<file path="src/rtl/disp_scan_arbiter.sv">
// disp_scan_arbiter: round-robin owner of the 8-digit seven-segment display.
// Optional macro LEADING_ZERO_BLANK_EN suppresses leading zero digits.
module disp_scan_arbiter #(
    parameter int N_REQ      = 3,
    parameter int SCAN_DIV   = 100000,
    parameter int MIN_FRAMES = 2,
    parameter int MAX_FRAMES = 8
) (
    input  logic               clk,
    input  logic               rst,
    input  logic [N_REQ-1:0]   req,
    input  logic [N_REQ*32-1:0] frame_i,
    output logic [N_REQ-1:0]   grant,
    output logic               busy,
    output logic [7:0]         dig_sel,
    output logic [7:0]         seg_out
);

    localparam int CW = $clog2(SCAN_DIV);
    localparam int IW = (N_REQ > 2) ? 2 : 1;
    localparam int FW = $clog2(MAX_FRAMES + 1);
    localparam logic [CW-1:0] CNT_MAX = CW'(SCAN_DIV - 1);
    localparam logic [FW:0]   MINF    = (FW+1)'(MIN_FRAMES);
    localparam logic [FW:0]   MAXF    = (FW+1)'(MAX_FRAMES);

    typedef enum logic [1:0] {
        S_IDLE,
        S_ACTIVE,
        S_BLANK
    } state_t;

    state_t            state_q, state_d;
    logic [CW-1:0]     cnt_q, cnt_d;
    logic [2:0]        slot_q, slot_d;
    logic [FW-1:0]     fcnt_q, fcnt_d;
    logic [IW-1:0]     ptr_q, ptr_d;
    logic [IW-1:0]     own_q, own_d;
    logic [N_REQ-1:0]  grant_q, grant_d;
    logic [7:0]        dig_q, dig_d;
    logic [7:0]        seg_q, seg_d;

    logic              tick;
    logic              take;
    logic [IW-1:0]     win;
    logic [31:0]       fr_win;
    logic [31:0]       fr_own;
    logic [FW:0]       f;
    logic [2:0]        slot_n;

    function automatic logic [7:0] seg_dec(input logic [3:0] c);
        logic [7:0] s;
        case (c)
            4'd0:    s = 8'h3F;
            4'd1:    s = 8'h06;
            4'd2:    s = 8'h5B;
            4'd3:    s = 8'h4F;
            4'd4:    s = 8'h66;
            4'd5:    s = 8'h6D;
            4'd6:    s = 8'h7D;
            4'd7:    s = 8'h07;
            4'd8:    s = 8'h7F;
            4'd9:    s = 8'h6F;
            4'd15:   s = 8'h40;
            default: s = 8'h00;
        endcase
        return s;
    endfunction

    function automatic logic [7:0] digit_seg(input logic [31:0] fr,
                                             input logic [2:0]  d);
        logic [3:0] c;
        logic [7:0] s;
        c = fr[{d, 2'b00} +: 4];
        s = seg_dec(c);
`ifdef LEADING_ZERO_BLANK_EN
        begin : lzb
            logic       hz;
            logic [3:0] n;
            hz = 1'b1;
            for (int i = 1; i < 8; i++) begin
                n = fr[i*4 +: 4];
                if (i > int'(d) &&
                    !(n == 4'd0 || (n >= 4'd10 && n <= 4'd14)))
                    hz = 1'b0;
            end
            if (d != 3'd0 && c == 4'd0 && hz)
                s = 8'h00;
        end
`endif
        return s;
    endfunction

    function automatic logic [IW-1:0] rr_pick(input logic [N_REQ-1:0] r,
                                              input logic [IW-1:0]    p);
        logic [IW-1:0] w;
        logic          found;
        int            k;
        w     = '0;
        found = 1'b0;
        for (int i = 0; i < N_REQ; i++) begin
            k = (int'(p) + i) % N_REQ;
            if (!found && r[k]) begin
                w     = IW'(k);
                found = 1'b1;
            end
        end
        return w;
    endfunction

    assign tick    = (cnt_q == CNT_MAX);
    assign grant   = grant_q;
    assign dig_sel = dig_q;
    assign seg_out = seg_q;
    assign busy    = (state_q != S_IDLE);

    // Next-state: prescaler, scan slot, arbitration and registered outputs
    always_comb begin
        state_d = state_q;
        cnt_d   = tick ? '0 : cnt_q + 1'b1;
        slot_d  = slot_q;
        fcnt_d  = fcnt_q;
        ptr_d   = ptr_q;
        own_d   = own_q;
        grant_d = grant_q;
        dig_d   = dig_q;
        seg_d   = seg_q;
        take    = 1'b0;
        slot_n  = slot_q + 3'd1;
        f       = {1'b0, fcnt_q} + 1'b1;
        win     = rr_pick(req, ptr_q);
        fr_win  = frame_i[int'(win)*32 +: 32];
        fr_own  = frame_i[int'(own_q)*32 +: 32];
        case (state_q)
            S_IDLE: begin
                if (tick && req != '0)
                    take = 1'b1;
            end
            S_ACTIVE: begin
                if (tick) begin
                    if (slot_q == 3'd7) begin
                        if ((!req[own_q] && f >= MINF) ||
                            (f >= MAXF && (req & ~grant_q) != '0)) begin
                            state_d = S_BLANK;
                            grant_d = '0;
                            dig_d   = 8'h00;
                            seg_d   = 8'h00;
                            slot_d  = 3'd0;
                        end else begin
                            slot_d = 3'd0;
                            fcnt_d = (f >= MAXF) ? MAXF[FW-1:0] : f[FW-1:0];
                            dig_d  = 8'h01;
                            seg_d  = digit_seg(fr_own, 3'd0);
                        end
                    end else begin
                        slot_d = slot_n;
                        dig_d  = 8'h01 << slot_n;
                        seg_d  = digit_seg(fr_own, slot_n);
                    end
                end
            end
            S_BLANK: begin
                if (tick) begin
                    if (req != '0)
                        take = 1'b1;
                    else
                        state_d = S_IDLE;
                end
            end
            default: state_d = S_IDLE;
        endcase
        if (take) begin
            state_d = S_ACTIVE;
            grant_d = N_REQ'(1) << win;
            own_d   = win;
            ptr_d   = IW'((int'(win) + 1) % N_REQ);
            slot_d  = 3'd0;
            fcnt_d  = '0;
            dig_d   = 8'h01;
            seg_d   = digit_seg(fr_win, 3'd0);
        end
    end

    // State and output registers, cleared asynchronously
    always_ff @(posedge clk or negedge rst) begin
        if (!rst) begin
            state_q <= S_IDLE;
            cnt_q   <= '0;
            slot_q  <= '0;
            fcnt_q  <= '0;
            ptr_q   <= '0;
            own_q   <= '0;
            grant_q <= '0;
            dig_q   <= '0;
            seg_q   <= '0;
        end else begin
            state_q <= state_d;
            cnt_q   <= cnt_d;
            slot_q  <= slot_d;
            fcnt_q  <= fcnt_d;
            ptr_q   <= ptr_d;
            own_q   <= own_d;
            grant_q <= grant_d;
            dig_q   <= dig_d;
            seg_q   <= seg_d;
        end
    end

endmodule

</file>
<file path="config.mk">
export PLATFORM = sky130hd
export DESIGN_NAME = disp_scan_arbiter
export DESIGN_NICKNAME = d
export VERILOG_FILES = /design/src/rtl/disp_scan_arbiter.sv
export SDC_FILE = /design/constraint.sdc
export NUM_CORES = 1
export LEC_CHECK = 0
export BUFFER_PORTS_ARGS = -buffer_cell sky130_fd_sc_hd__buf_2
export CORE_MARGIN = 2
export CORE_UTILIZATION = 30
export DETAILED_ROUTE_END_ITERATION = 16
export PLACE_DENSITY_LB_ADDON = 0.15
export SLEW_MARGIN = 20
export SYNTH_ARGS = -nofsm -noshare
export SYNTH_HDL_FRONTEND = slang
export SYNTH_SLANG_ARGS = --single-unit
</file>
<file path="constraint.sdc">
create_clock -name clk -period 4.3 [get_ports clk]
set_input_delay 0.43 -clock clk [delete_from_list [all_inputs] [get_ports clk]]
set_output_delay 0.43 -clock clk [all_outputs]
set_load 0.005 [all_outputs]
</file>
-- Word-level counts from Yosys, hierarchy flattened
Memory sizes are Yosys's and may differ from the RTL's.
Cells that the tools add are included.
- register bits: 49
- ROM bits: 336
- input bits: 101
- logic and storage cells: 120
- memories: 3
- memory list (memory ; words ; width ; rd ports ; clocked after Yosys merged registers in ; wr ports ; RTL line ; text):
    (name not given) ; 16 ; 7 ; 1 ; 0 ; 0 ; 52 ; case (c)
    (name not given) ; 16 ; 7 ; 1 ; 0 ; 0 ; 52 ;
    (name not given) ; 16 ; 7 ; 1 ; 0 ; 0 ; 52 ;
- add/subtract/negate cells: 6
- divide/modulo/power cells: 4
- order comparisons: 6
- eq/ne operators: 11
- shift-type cells: 5
- multiplexer cells: 53
- bitwise gates (word level): 2
- reductions and logical operators: 21
- operators by type and width (kind ; count):
    32-bit by 4-bit less-than comparator with 1-bit output, second input constant ; 3
    32-bit by 3-bit modulo with 32-bit output, second input constant ; 3
    96-bit by 8-bit variable part select with 32-bit output ; 1
    96-bit by 8-bit variable part select with 4-bit output ; 1
    8-bit two-way mux ; 9
    3-bit by 3-bit modulo with 32-bit output, second input constant ; 1
    32-bit by 6-bit variable part select with 4-bit output ; 1
    3-bit two-way mux ; 9
    4-bit two-way mux ; 6
    2-bit two-way mux ; 9
    17-bit by 1-bit adder with 17-bit output, second input constant ; 1
    17-bit == test, second input constant ; 1
    17-bit two-way mux ; 1
    3-bit != test, second input constant ; 5
    1-bit two-way mux ; 13
    2-bit nonzero test ; 5
    1-bit binary-select mux with 2-bit select ; 4
    4-bit AND reduction ; 2
    1-bit by 3-bit << shifter with 8-bit output, first input constant ; 1
    2-bit by 1-bit adder with 3-bit output, second input constant ; 2
    2-bit case mux with 3 select lines ; 1
    6-bit AND reduction ; 1
    3-bit nonzero test ; 2
    4-bit by 1-bit adder with 5-bit output, second input constant ; 1
    18 further kinds ; 25

-- Depth between registers and ports, before layout
Gate-level depths: netlist of run 1.
An unclocked memory read counts as a cell.
- depth after elaboration: 14
- gate-level depth with buffers: 19
- gate-level depth less buffers: 14

-- Least setup slack after synthesis of run 1
Ideal clock, no wire load.
- path type: register to register
- start point: reg slot_q[0]
- end point: reg seg_q[3], in the netlist seg_out[3]
- setup time: 0.126 ns
- arrival time: 3.663 ns
- required time: 4.174 ns
- slack: 0.511 ns
- cell stages (with the launch flop): 16
- path buffers: 4
- clock period less this slack: 3.789 ns
- path through: dfrtp_1 -> buf_2 -> buf_2 -> buf_1 -> inv_1 -> ha_1 -> clkbuf_1 -> o21ai_0 -> nor2_1 -> o311ai_1 -> inv_1 -> ha_1 -> and2_1 -> o311ai_0 -> o211a_1 -> a21oi_1
- word-level cells in the longest chain between the ends: 7
- elaborated cells on any way between the ends: 8
- classes of those cells: add/sub (1); eq/ne (1); shift (1); mux (4); memory (1)
- RTL lines (element ; RTL line ; text):
    start: declaration ; 34 ; logic [2:0] slot_q, slot_d;
    start signal: assignment ; 198 ; slot_q <= slot_d;
    3-bit by 1-bit adder with 3-bit output ; 128 ; slot_n = slot_q + 3'd1;
    32-bit by 6-bit variable part select with 4-bit output ; 73 ; c = fr[{d, 2'b00} +: 4];
    memory 16 x 7 bit ; n/a ;
    8-bit two-way mux (*) ; 140 ; if (slot_q == 3'd7) begin
    8-bit two-way mux (*) ; 139 ; if (tick) begin
    8-bit two-way mux (*) ; 133 ; case (state_q)
    8-bit two-way mux (*) ; 171 ; if (take) begin
    end signal: assignment ; 204 ; seg_q <= seg_d;
    end: declaration ; 40 ; logic [7:0] seg_q, seg_d;
Mark *: on every way between the ends. The rest lies on a longest branch, timed or not. The select of a mux whose other input is x is not followed.
A chain may end at the register's enable or synchronous reset.

-- Worst setup path in the final report of run 1
Ends and elaborated chain as after synthesis.

==> impl_results.md, run 1 <==
* Post-DR wirelength/cell at 15.2 um
* Largest area contributor in the netlist: dfrtp_1
* Most repeated library cell on the critical path: inv_1
* Synth area leaders: dfrtp_1, ha_1, mux2i_1, nand2_1, mux4_2
* Critical Path Source Type: flip-flop
* CP max FO at 20
* Number of synthesis warnings at 0
* Number of enable flip-flop cells after synthesis at 0
* Mean instance size in the synthesized netlist at 8.78 um^2
* Number of antenna cells inserted at 0
* Die Footprint at 15,400 um^2
* Clock latency on the worst-skew pair at 0.29 ns
* Total setup violations reported at the end of the flow at 0
* Resized cells post-CTS at 0
* Post-CTS setup repair buffer count at 0
* Core ar. at 14,000 um^2
* Comb power frac at 15.9%
* Leading cell type by number of instances after synthesis: nand2_1
* P per Cell Area at 208 nW/um^2
* Share of final-layout standard cells stronger than drive strength 1 at 27.0%
* Total negative slack for setup checks at 0 ns
* Kind of end point of the critical path: flip-flop
* Antenna violations before repair at 0
* Largest buffer count on any clock path at 2
* Synth cell count leaders: nand2_1, dfrtp_1, mux2i_1, ha_1, nor2_1
* Remaining max-slew budget at the tightest pin at 39.6%
* Min-Delay Path Class: in2async
* Number of nets with antenna violations after routing at 0
* Reg clk slew, reported paths at about 0.06 ns
* Type of the setup path with the least slack: reg2reg
* Final worst path period share at 77.3%
* Quantity of hold-fixing buffers added after cts at 0
* Period minus WS final at roughly 3.3 ns
* Worst path cell trace: inv_1, ha_1, nor2b_1, inv_1, o21bai_1, o311ai_1, buf_4, inv_1, ha_1, and2_1, o311ai_0, o211a_1, a21oi_1
* TritonCTS Sinks at 48
* Slowest CP cell: ha_1
* Total length of routed wires at 12,000 um
* Count of placed standard cells in the final layout, fillers left out at 791
* Setup repair after global routing missed its margin: no
* Number of register bits inferred by synthesis at 48
* Y dimension of the die at 124 um
* Area growth syn-to-layout at 22.7%
* Initial cell density of the core at approximately 31%
* Global routing usage summed across all routing layers at approximately 17%
* Remaining global-route overflow at 0
* Worst-margin pin slew at 0.903 ns
* Total count of hold-check failures in the final report at 0
* Pin count of the biggest net entering global routing at roughly 50
* Final weighted congestion of routability-driven global placement at 0.830
* Total net switching power at around 0.26 mW
* # nets final at 748
* Highest ir drop seen on vdd at 128 uV
* Global-route wire length before repair at 20,100 um
* Minimum setup slack among reg-to-reg paths at 0.98 ns
* TritonCTS clock tree: done
* Number of instances in the synthesized netlist at 493
* Root buf cell: clkbuf_16
* Count of vias placed by the detailed router at 4,018
* Max-slew violation count at 0
* Drt pass-1 iters at 5
* Area share of the largest cell type after synthesis at between 20 and 30%
* Placed insts at 783
* Number of port buffers at ~120
* R2R cell count at 13
* Dominant register cell in the synthesized netlist: dfrtp_1
* Count of buffering cells on the critical path with inverters included at 4
* Via count of the first global-routing pass at 4,121
* Delay of the slowest cell on the worst path at around 0.66 ns
* TritonCTS buffer count at 5
* Core Rows at 43
* Final setup skew at 0.00307 ns
* Via density at 5.08
* R2r startpoint: slot_q[0]
* Critical R2R Capture: seg_out[3]
* Top achievable clock speed at roughly 0.3 GHz
* I/O pin count at ~120
* Internal power component at 0.842 mW
* Number of max-cap violations at 0
* DRC viols at 0
* Area of the mapped netlist at 4330 um^2
* Share of flip-flops with an asynchronous set or reset at 100%
* CP Data Required Time at between 4 and 5 ns
* Leakage component of the power at 2.58 nW
* Horizontal extent of the die at ~120 um
* Largest delay share family, worst path: compound AO/OA/AOI/OAI gates
* Data arrival, critical path at 3.50 ns
* First DRT Iteration DRCs at 150
* Portion of total power attributed to the clock network at 43.1%
* Sequential share of the synthesized area at 27.7%
* Syn nets at 631
* Outcome: finished clean
* Switching share of power at between 20% and 30%
* Count of cell types in the netlist at between 70 and 80
* HPWL after detailed placement at 9560 um
* Part of the power in registers at about two fifths
* Number of levels the H-tree was split into at 2
## flip-flops by register name, indices dropped and copies added (netlist names)
name     cells
cnt_q       17
dig_sel      8
fcnt_q       4
grant        3
own_q        2
ptr_q        2
seg_out      7
slot_q       3
state_q      2
## power by group through the flow
stage | Clock, mW | Sequential (mW) | Combinational, mW
global route | 0.508 | 0.451 | 0.199
CTS | 0.491 | 0.451 | 0.178
finish | 0.476 | 0.451 | 0.176
global placement | 0 | 0.460 | 0.175
detailed placement | 0 | 0.460 | 0.177
floorplan | 0 | 0.460 | 0.0894
## cell type report
cell class	instances	area, um^2
Clock buffer	7	153
Fill cell	1460	8680
Timing Repair Buffer	132	693
Clock inverter	1	30.0
Multi-Input combinational cell	403	2930
Inverter	20	75.1
Tap cell	180	225
Sequential cell	48	1200
## metrics by stage
step                      setup WS [ns]  area, um^2  utilization [%]  hold slack (ns)  total power [mW]
final                             0.976        5310             38.0            0.231              1.10
after global routing              0.582        5310             38.0            0.300              1.16
after CTS                         0.967        5310             38.0            0.275              1.12
after detailed placement          0.972        5130             36.7            0.459             0.637
after global placement             1.11        5130             36.7            0.450             0.635
after floorplan                   0.511        4330                -            0.134             0.550
## how the worst max path moves through the flow
stage	from	slack [ns]	to	cells after the start
after CTS	slot_q[0]	0.97	seg_out[3]	13
after global routing	slot_q[0]	0.58	seg_out[3]	10
final	slot_q[0]	0.98	seg_out[3]	13
after floorplan	slot_q[0]	0.51	seg_out[3]	15
after global placement	own_q[1]	1.11	seg_out[3]	13
after detailed placement	slot_q[0]	0.97	seg_out[3]	13
## per-layer routing
| layer | up-vias | GRT usage, % | share of wire [%] |
|---|---|---|---|
| li1 | 2018 | - | - |
| met2 | 67 | 29.5 | 49 |
| met5 | - | 0 | 0 |
| met4 | 0 | 2.60 | 0.58 |
| met3 | 7 | 2.61 | 3.7 |
| met1 | 1926 | 21.4 | 47 |
## kinds of logic after synthesis
family | Yosys count | synth area share [%]
DFF | 48 | 27.7
other | 1 | 0.0866
buffers and inverters | 42 | 4.54
xor gates and xnor gates | 18 | 3.64
and+or+nand+nor | 188 | 22.4
adders and majority gates | 37 | 10.7
muxes | 49 | 13.4
AOI/OAI and AO/OA | 110 | 17.5
## cell usage in the layout, fill, tap and decap left out, types with 6 or more instances in the layout
cell | netlist | routed
mux2i_1 | 40 | 40
nand3_1 | 28 | 28
nor2_1 | 33 | 33
inv_1 | 20 | 20
a21oi_1 | 17 | 17
o22ai_1 | 6 | 6
ha_1 | 37 | 37
o21ai_0 | 25 | 25
buf_4 | 4 | 13
nand2b_1 | 7 | 7
buf_2 | 7 | 119
xor2_1 | 10 | 10
nand2_1 | 60 | 60
mux4_2 | 7 | 7
nor3_1 | 6 | 6
dfrtp_1 | 48 | 47
xnor2_1 | 8 | 8
a21o_1 | 6 | 6
nor2b_1 | 9 | 9
o211ai_1 | 9 | 9
Note: power is estimated with default switching activity, not from simulation.
==> run 2, diff against run 1 <==
--- a/config.mk
+++ b/config.mk
@@ -5,6 +5,7 @@
 export SDC_FILE = /design/constraint.sdc
 export NUM_CORES = 1
 export LEC_CHECK = 0
+export ABC_AREA = 1
 export BUFFER_PORTS_ARGS = -buffer_cell sky130_fd_sc_hd__buf_2
 export CORE_MARGIN = 2
 export CORE_UTILIZATION = 30
==> constraint.sdc (replaced) <==
create_clock -name clk -period 2.75 [get_ports clk]
set_input_delay 0.275 -clock clk [delete_from_list [all_inputs] [get_ports clk]]
set_output_delay 0.275 -clock clk [all_outputs]
set_load 0.005 [all_outputs]
==> impl_results.md, run 2 <==
* Outcome: finished clean
* Top achievable clock speed at 0.396 GHz
* Total length of routed wires at 14,300 um
* Switching share of power at about a quarter
* Register bank with the most flops: cnt_q
* Worst-case setup margin in the final layout at 0.223 ns
* Dominant register cell in the synthesized netlist: dfrtp_1
* Final weighted congestion of routability-driven global placement at 0.821
* Final worst path period share at 91.9%
* Placed insts at 1,047
* TritonCTS buffer count at 5
* Most repeated library cell on the critical path: nand3_1
* Portion of total power attributed to the clock network at 41.3%
* Number of max-cap violations at 0
* Number of nets with antenna violations after routing at 0
* Mean instance size in the synthesized netlist at 6.29 um^2
* Number of synthesis warnings at 0
* Highest ir drop seen on vdd at approximately 200 uV
* Core Rows at 45
* Period minus WS final at around 2.5 ns
* Largest buffer count on any clock path at 2
* Comb power frac at between 10% and 20%
* TritonCTS Sinks at 48
* Die Footprint at 16,500 um^2
* Leakage component of the power at roughly 3.2 nW
* Number of antenna cells inserted at 0
* Via count of the first global-routing pass at 4,868
* Critical R2R Capture: seg_out[3]
* Number of port buffers at between 100 and 150
* Data arrival, critical path at 2.76 ns
* Antenna violations before repair at 0
* Post-DR wirelength/cell at approximately 13 um
* Delay of the slowest cell on the worst path at 0.43 ns
* Count of vias placed by the detailed router at 5,072
* Clock latency on the worst-skew pair at approximately 0.30 ns
* Synth area leaders: dfrtp_1, nand2_1, nand3_1, ha_1, inv_1
* Area growth syn-to-layout at 25.1%
* Type of the setup path with the least slack: reg2reg
* Total chip power at 1.59 mW
* Remaining global-route overflow at 0
* Global routing usage summed across all routing layers at 17.6%
* P per Cell Area at 274 nW/um^2
* Root buf cell: clkbuf_16
* Core ar. at 15,200 um^2
* Max FFs per register at 17
* Leading cell type by number of instances after synthesis: nand2_1
* R2R cell count at 18
* Quantity of hold-fixing buffers added after cts at 0
* Total net switching power at roughly 0.42 mW
* Area of the mapped netlist at 4660 um^2
* Part of the power in registers at 44.2%
* CP max FO at 7
* HPWL after detailed placement at 11,600 um
* Remaining max-slew budget at the tightest pin at 56.0%
* Worst slack after detailed placement at between 0.07 and 0.08 ns
* Global-route wire length before repair at 23,800 um
* Sequential share of the synthesized area at 25.8%
* Worst hold margin at 0.0886 ns
* CP Data Required Time at about 3.0 ns
* Number of register bits inferred by synthesis at 48
* Placed cell areas at between 5000 and 6000 um^2
* Critical Path Source Type: flip-flop
* Largest area contributor in the netlist: dfrtp_1
* Share of flip-flops with an asynchronous set or reset at 100%
* Horizontal extent of the die at 129 um
* Kind of end point of the critical path: flip-flop
* Drt pass-1 iters at 5
* Total negative slack for setup checks at 0 ns
* Slowest CP cell: dfrtp_1
* TritonCTS clock tree: done
* Total setup violations reported at the end of the flow at 0
* Via density at 4.77
* Number of instances in the synthesized netlist at about 740
* Area share of the largest cell type after synthesis at 25.8%
* Pin count of the biggest net entering global routing at 49
* Final core utilization at 38.3%
* Y dimension of the die at 129 um
* DRC viols at 0
* Synth cell count leaders: nand2_1, nand3_1, inv_1, nor2_1, dfrtp_1
* # nets final at around 1.0k
* Worst path cell trace: inv_2, ha_4, inv_2, nand2_1, nand3_1, nand2_2, nand4_1, nand2_2, nand2_1, nand3_1, and2_1, inv_1, ha_1, inv_1, nand2_1, nand3_1, nand3_1, a21oi_2
* Share of final-layout standard cells stronger than drive strength 1 at 25.4%
* Most common cell after layout, fill and taps aside: nand2_1
* Worst-margin pin slew at 0.660 ns
* Syn nets at 879
* Final setup skew at 0.0101 ns
* Max-slew violation count at 0
* Internal power component at 1.17 mW
* Reg clk slew, reported paths at approximately 0.070 ns
* Most used cells in the layout excluding fill and tap cells: nand2_1, buf_2, nand3_1
* Number of levels the H-tree was split into at 2
* Count of cell types in the netlist at 49
* Count of placed standard cells in the final layout, fillers left out at 1,063
* Minimum setup slack among reg-to-reg paths at about 0.22 ns
* First DRT Iteration DRCs at 254
* Post-route standard cell area excluding fillers at ~6000 um^2
* Number of enable flip-flop cells after synthesis at 0
* I/O pin count at 121
* Initial cell density of the core at between 30% and 40%
* Total count of hold-check failures in the final report at 0
* R2r startpoint: ptr_q[0]
* Min-Delay Path Class: in2async
-- run 2: layout make-up --
class                      instances  area (um^2)
clock buffer                       6          139
clock inverter                     2         13.8
fill                            1717         9380
inverter                         109          414
multi-input combinational        562         3000
sequential                        48         1200
tap                              188          235
timing repair buffer             148          817
-- run 2: how the worst max path moves through the flow --
stage / start / end / slack [ns] / depth (start not counted)
global placement: ptr_q[0] / seg_out[5] / 0.12 / 19
CTS: ptr_q[0] / seg_out[5] / 0.06 / 19
global route: ptr_q[0] / seg_out[5] / -0.02 / 20
floorplan: slot_q[0] / seg_out[3] / 0.003 / 17
detailed placement: ptr_q[0] / seg_out[3] / 0.08 / 18
finish: ptr_q[0] / seg_out[3] / 0.22 / 18
-- run 2: power by group through the flow --
| stage | registers [mW] | logic [mW] | clock network, mW |
|---|---|---|---|
| 2_1_floorplan | 0.719 | 0.0990 | 0 |
| 6_report | 0.705 | 0.230 | 0.658 |
| 4_1_cts | 0.705 | 0.220 | 0.676 |
| 3_5_place_dp | 0.719 | 0.220 | 0 |
| 3_3_place_gp | 0.719 | 0.223 | 0 |
| 5_1_grt | 0.705 | 0.263 | 0.704 |
-- run 2: kinds of logic after synthesis --
logic type / after synthesis / share of synthesized area (%)
AND/OR/NAND/NOR: 429 / 40.5
buffers and inverters: 131 / 11.5
AO/OA/AOI/OAI: 92 / 11.6
flip-flops: 48 / 25.8
adder cells (fa/ha/maj): 37 / 9.94
XOR/XNOR: 2 / 0.376
other: 1 / 0.0805
multiplexers: 1 / 0.242
-- run 2: what timing repair did --
action | in CTS | in global routing
setup buffers | 0 | 8
gates resized for setup | 0 | 26
setup endpoints to repair | 0 | 7
-- run 2: per-layer routing --
| metal | vias up | routed length (um) | global-route usage (%) |
|---|---|---|---|
| li1 | 2635 | - | - |
| met1 | 2248 | 6770 | 24.1 |
| met2 | 171 | 6470 | 29.2 |
| met3 | 18 | 855 | 2.99 |
| met5 | - | 0 | 0 |
| met4 | 0 | 205 | 4.35 |
-- run 2: critical path, delay by kind of cell, from the launching register on --
family	cells	cell delay (ns)
AND/OR/NAND/NOR	11	1.04
buffers and inverters	4	0.28
flip-flops	1	0.43
AO/OA/AOI/OAI	1	0.12
adder cells (fa/ha/maj)	2	0.60
==> run 3, diff against run 2 <==
--- a/config.mk
+++ b/config.mk
@@ -9,6 +9,8 @@
 export BUFFER_PORTS_ARGS = -buffer_cell sky130_fd_sc_hd__buf_2
 export CORE_MARGIN = 2
 export CORE_UTILIZATION = 30
+export CTS_BUF_LIST = sky130_fd_sc_hd__clkbuf_8
+export CTS_CLUSTER_DIAMETER = 40
 export DETAILED_ROUTE_END_ITERATION = 16
 export PLACE_DENSITY_LB_ADDON = 0.15
 export SLEW_MARGIN = 20
==> impl_results.md, run 3 (synthesized netlist as in run 2, its figures left out) <==
* Core ar. at 15,200 um^2
* Post-DR wirelength/cell at 13.5 um
* Remaining global-route overflow at 0
* Total chip power at 1.42 mW
* Total length of routed wires at 14,300 um
* Met2 Usage GRT at 29.2%
* Pin count of the biggest net entering global routing at 49
* Reg clk slew, reported paths at roughly 0.10 ns
* TritonCTS clock tree: done
* Final worst path period share at 92.9%
* Number of levels the H-tree was split into at 2
* Number of nets with antenna violations after routing at 0
* Worst hold margin at 0.0520 ns
* Die Footprint at 16,500 um^2
* Number of antenna cells inserted at 0
* Data arrival, critical path at approximately 2.8 ns
* Global-route layer with the greatest usage: met2
* Most common cell after layout, fill and taps aside: nand2_1
* Clock latency on the worst-skew pair at 0.32 ns
* Register bank with the most flops: cnt_q
* Critical Path Source Type: flip-flop
* Met3 track utilization from global routing at 3.12%
* Count of vias placed by the detailed router at 5,038
* Area growth syn-to-layout at 23.5%
* Kind of end point of the critical path: flip-flop
* Min-Delay Path Class: in2async
* Worst setup path startpoint: ptr_q[1]
* Core Rows at 45
* Highest ir drop seen on vdd at between 150 and 200 uV
* I/O pin count at approximately 120
* Remaining max-slew budget at the tightest pin at 56.1%
* Crit path capture: seg_out[5]
* Total setup violations reported at the end of the flow at 0
* Outcome: finished clean
* Most used cells in the layout excluding fill and tap cells: nand2_1, buf_2, nand3_1
* CP max FO at 8
* Number of port buffers at ~120
* Quantity of hold-fixing buffers added after cts at 0
* Max FFs per register at 17
* Antenna violations before repair at 0
* CP Data Required Time at 2.96 ns
* Share of final-layout standard cells stronger than drive strength 1 at 25.1%
* # nets final at 1,011
* Minimum setup slack among reg-to-reg paths at roughly 0.19 ns
* Y dimension of the die at 129 um
* Global-route wire length before repair at 23,800 um
* Worst-margin pin slew at roughly 0.66 ns
* R2r startpoint: ptr_q[1]
* TritonCTS Sinks at 48
* Largest buffer count on any clock path at 2
* Global routing usage summed across all routing layers at 17.7%
* Total negative slack for setup checks at 0 ns
* HPWL after detailed placement at 11,600 um
* First DRT Iteration DRCs at 295
* Final weighted congestion of routability-driven global placement at 0.821
* Via count of the first global-routing pass at a little under 5k
* Total count of hold-check failures in the final report at 0
* Via density at 4.74
* R2R cell count at 17
* P per Cell Area at roughly 250 nW/um^2
* Root buf cell: clkbuf_8
* Type of the setup path with the least slack: reg2reg
* Final setup skew at 0.0145 ns
* Critical R2R Capture: seg_out[5]
* Final core utilization at 37.8%
* Global-route track usage on met1 at between 20% and 30%
* Drt pass-1 iters at 4
* DRC viols at 0
* Leakage component of the power at 3.15 nW
* Horizontal extent of the die at 129 um
* Initial cell density of the core at a little under a third
* TritonCTS buffer count at 5
* Number of max-cap violations at 0
* Max-slew violation count at 0
* Period minus WS final at 2.56 ns
* Top achievable clock speed at 0.391 GHz
run 3: routing by layer:
metal,part of all wire [%],vias up
li1,-,2633
met1,47,2246
met2,45,139
met3,5.7,20
met4,1.9,0
met5,0,-
run 3: repair_timing:
action | 4_1_cts | 5_1_grt
buffers inserted | 0 | 7
gates resized for setup | 0 | 23
setup endpoints to repair | 0 | 7
run 3: layout make-up:
| type | instances | area [um^2] |
|---|---|---|
| Fill cell | 1723 | 9450 |
| Multi-Input combinational cell | 562 | 3000 |
| Sequential cell | 48 | 1200 |
| Timing Repair Buffer | 147 | 806 |
| Inverter | 109 | 414 |
| Tap cell | 188 | 235 |
| Clock buffer | 6 | 82.6 |
| Clock inverter | 2 | 13.8 |
run 3: worst max-delay path: stages (launching register included):
cell and delay [ns]:
dfrtp_1 0.40, buf_4 0.16, ha_4 0.26, o21ai_1 0.20, nand2_2 0.10, nand3b_1 0.13, nand3_4 0.14, inv_4 0.12
nand3_1 0.07, and2_1 0.15, buf_4 0.15, ha_1 0.20, inv_1 0.05, nand3_1 0.07, nand3_1 0.08, nand2_1 0.06
nand2_2 0.05, a21oi_2 0.05
run 3: worst min path at each step:
stage / start / to / slack, ns / depth (start not counted)
global placement: rst / ptr_q[0] / 0.44 / 2
CTS: rst / ptr_q[0] / 0.08 / 2
floorplan: rst / cnt_q[0] / -0.02 / 0
global route: rst / seg_out[0] / 0.13 / 2
finish: rst / grant[2] / 0.05 / 2
detailed placement: rst / ptr_q[0] / 0.44 / 2
run 3: per-stage QoR:
stage          area (um^2)  cells  setup WS, ns
3_3_place_gp          5530   1047         0.118
5_1_grt               5750   1062      -0.00467
4_1_cts               5620   1055        0.0540
2_1_floorplan         4670    741       0.00256
6_report              5750   1062         0.195
3_5_place_dp          5530   1047        0.0753
run 3: where the power goes:
part           internal (mW)  switching (mW)  total, mW
logic                  0.103           0.125      0.229
clock network          0.207           0.278      0.485
registers              0.705               0      0.705
total                   1.02           0.403       1.42
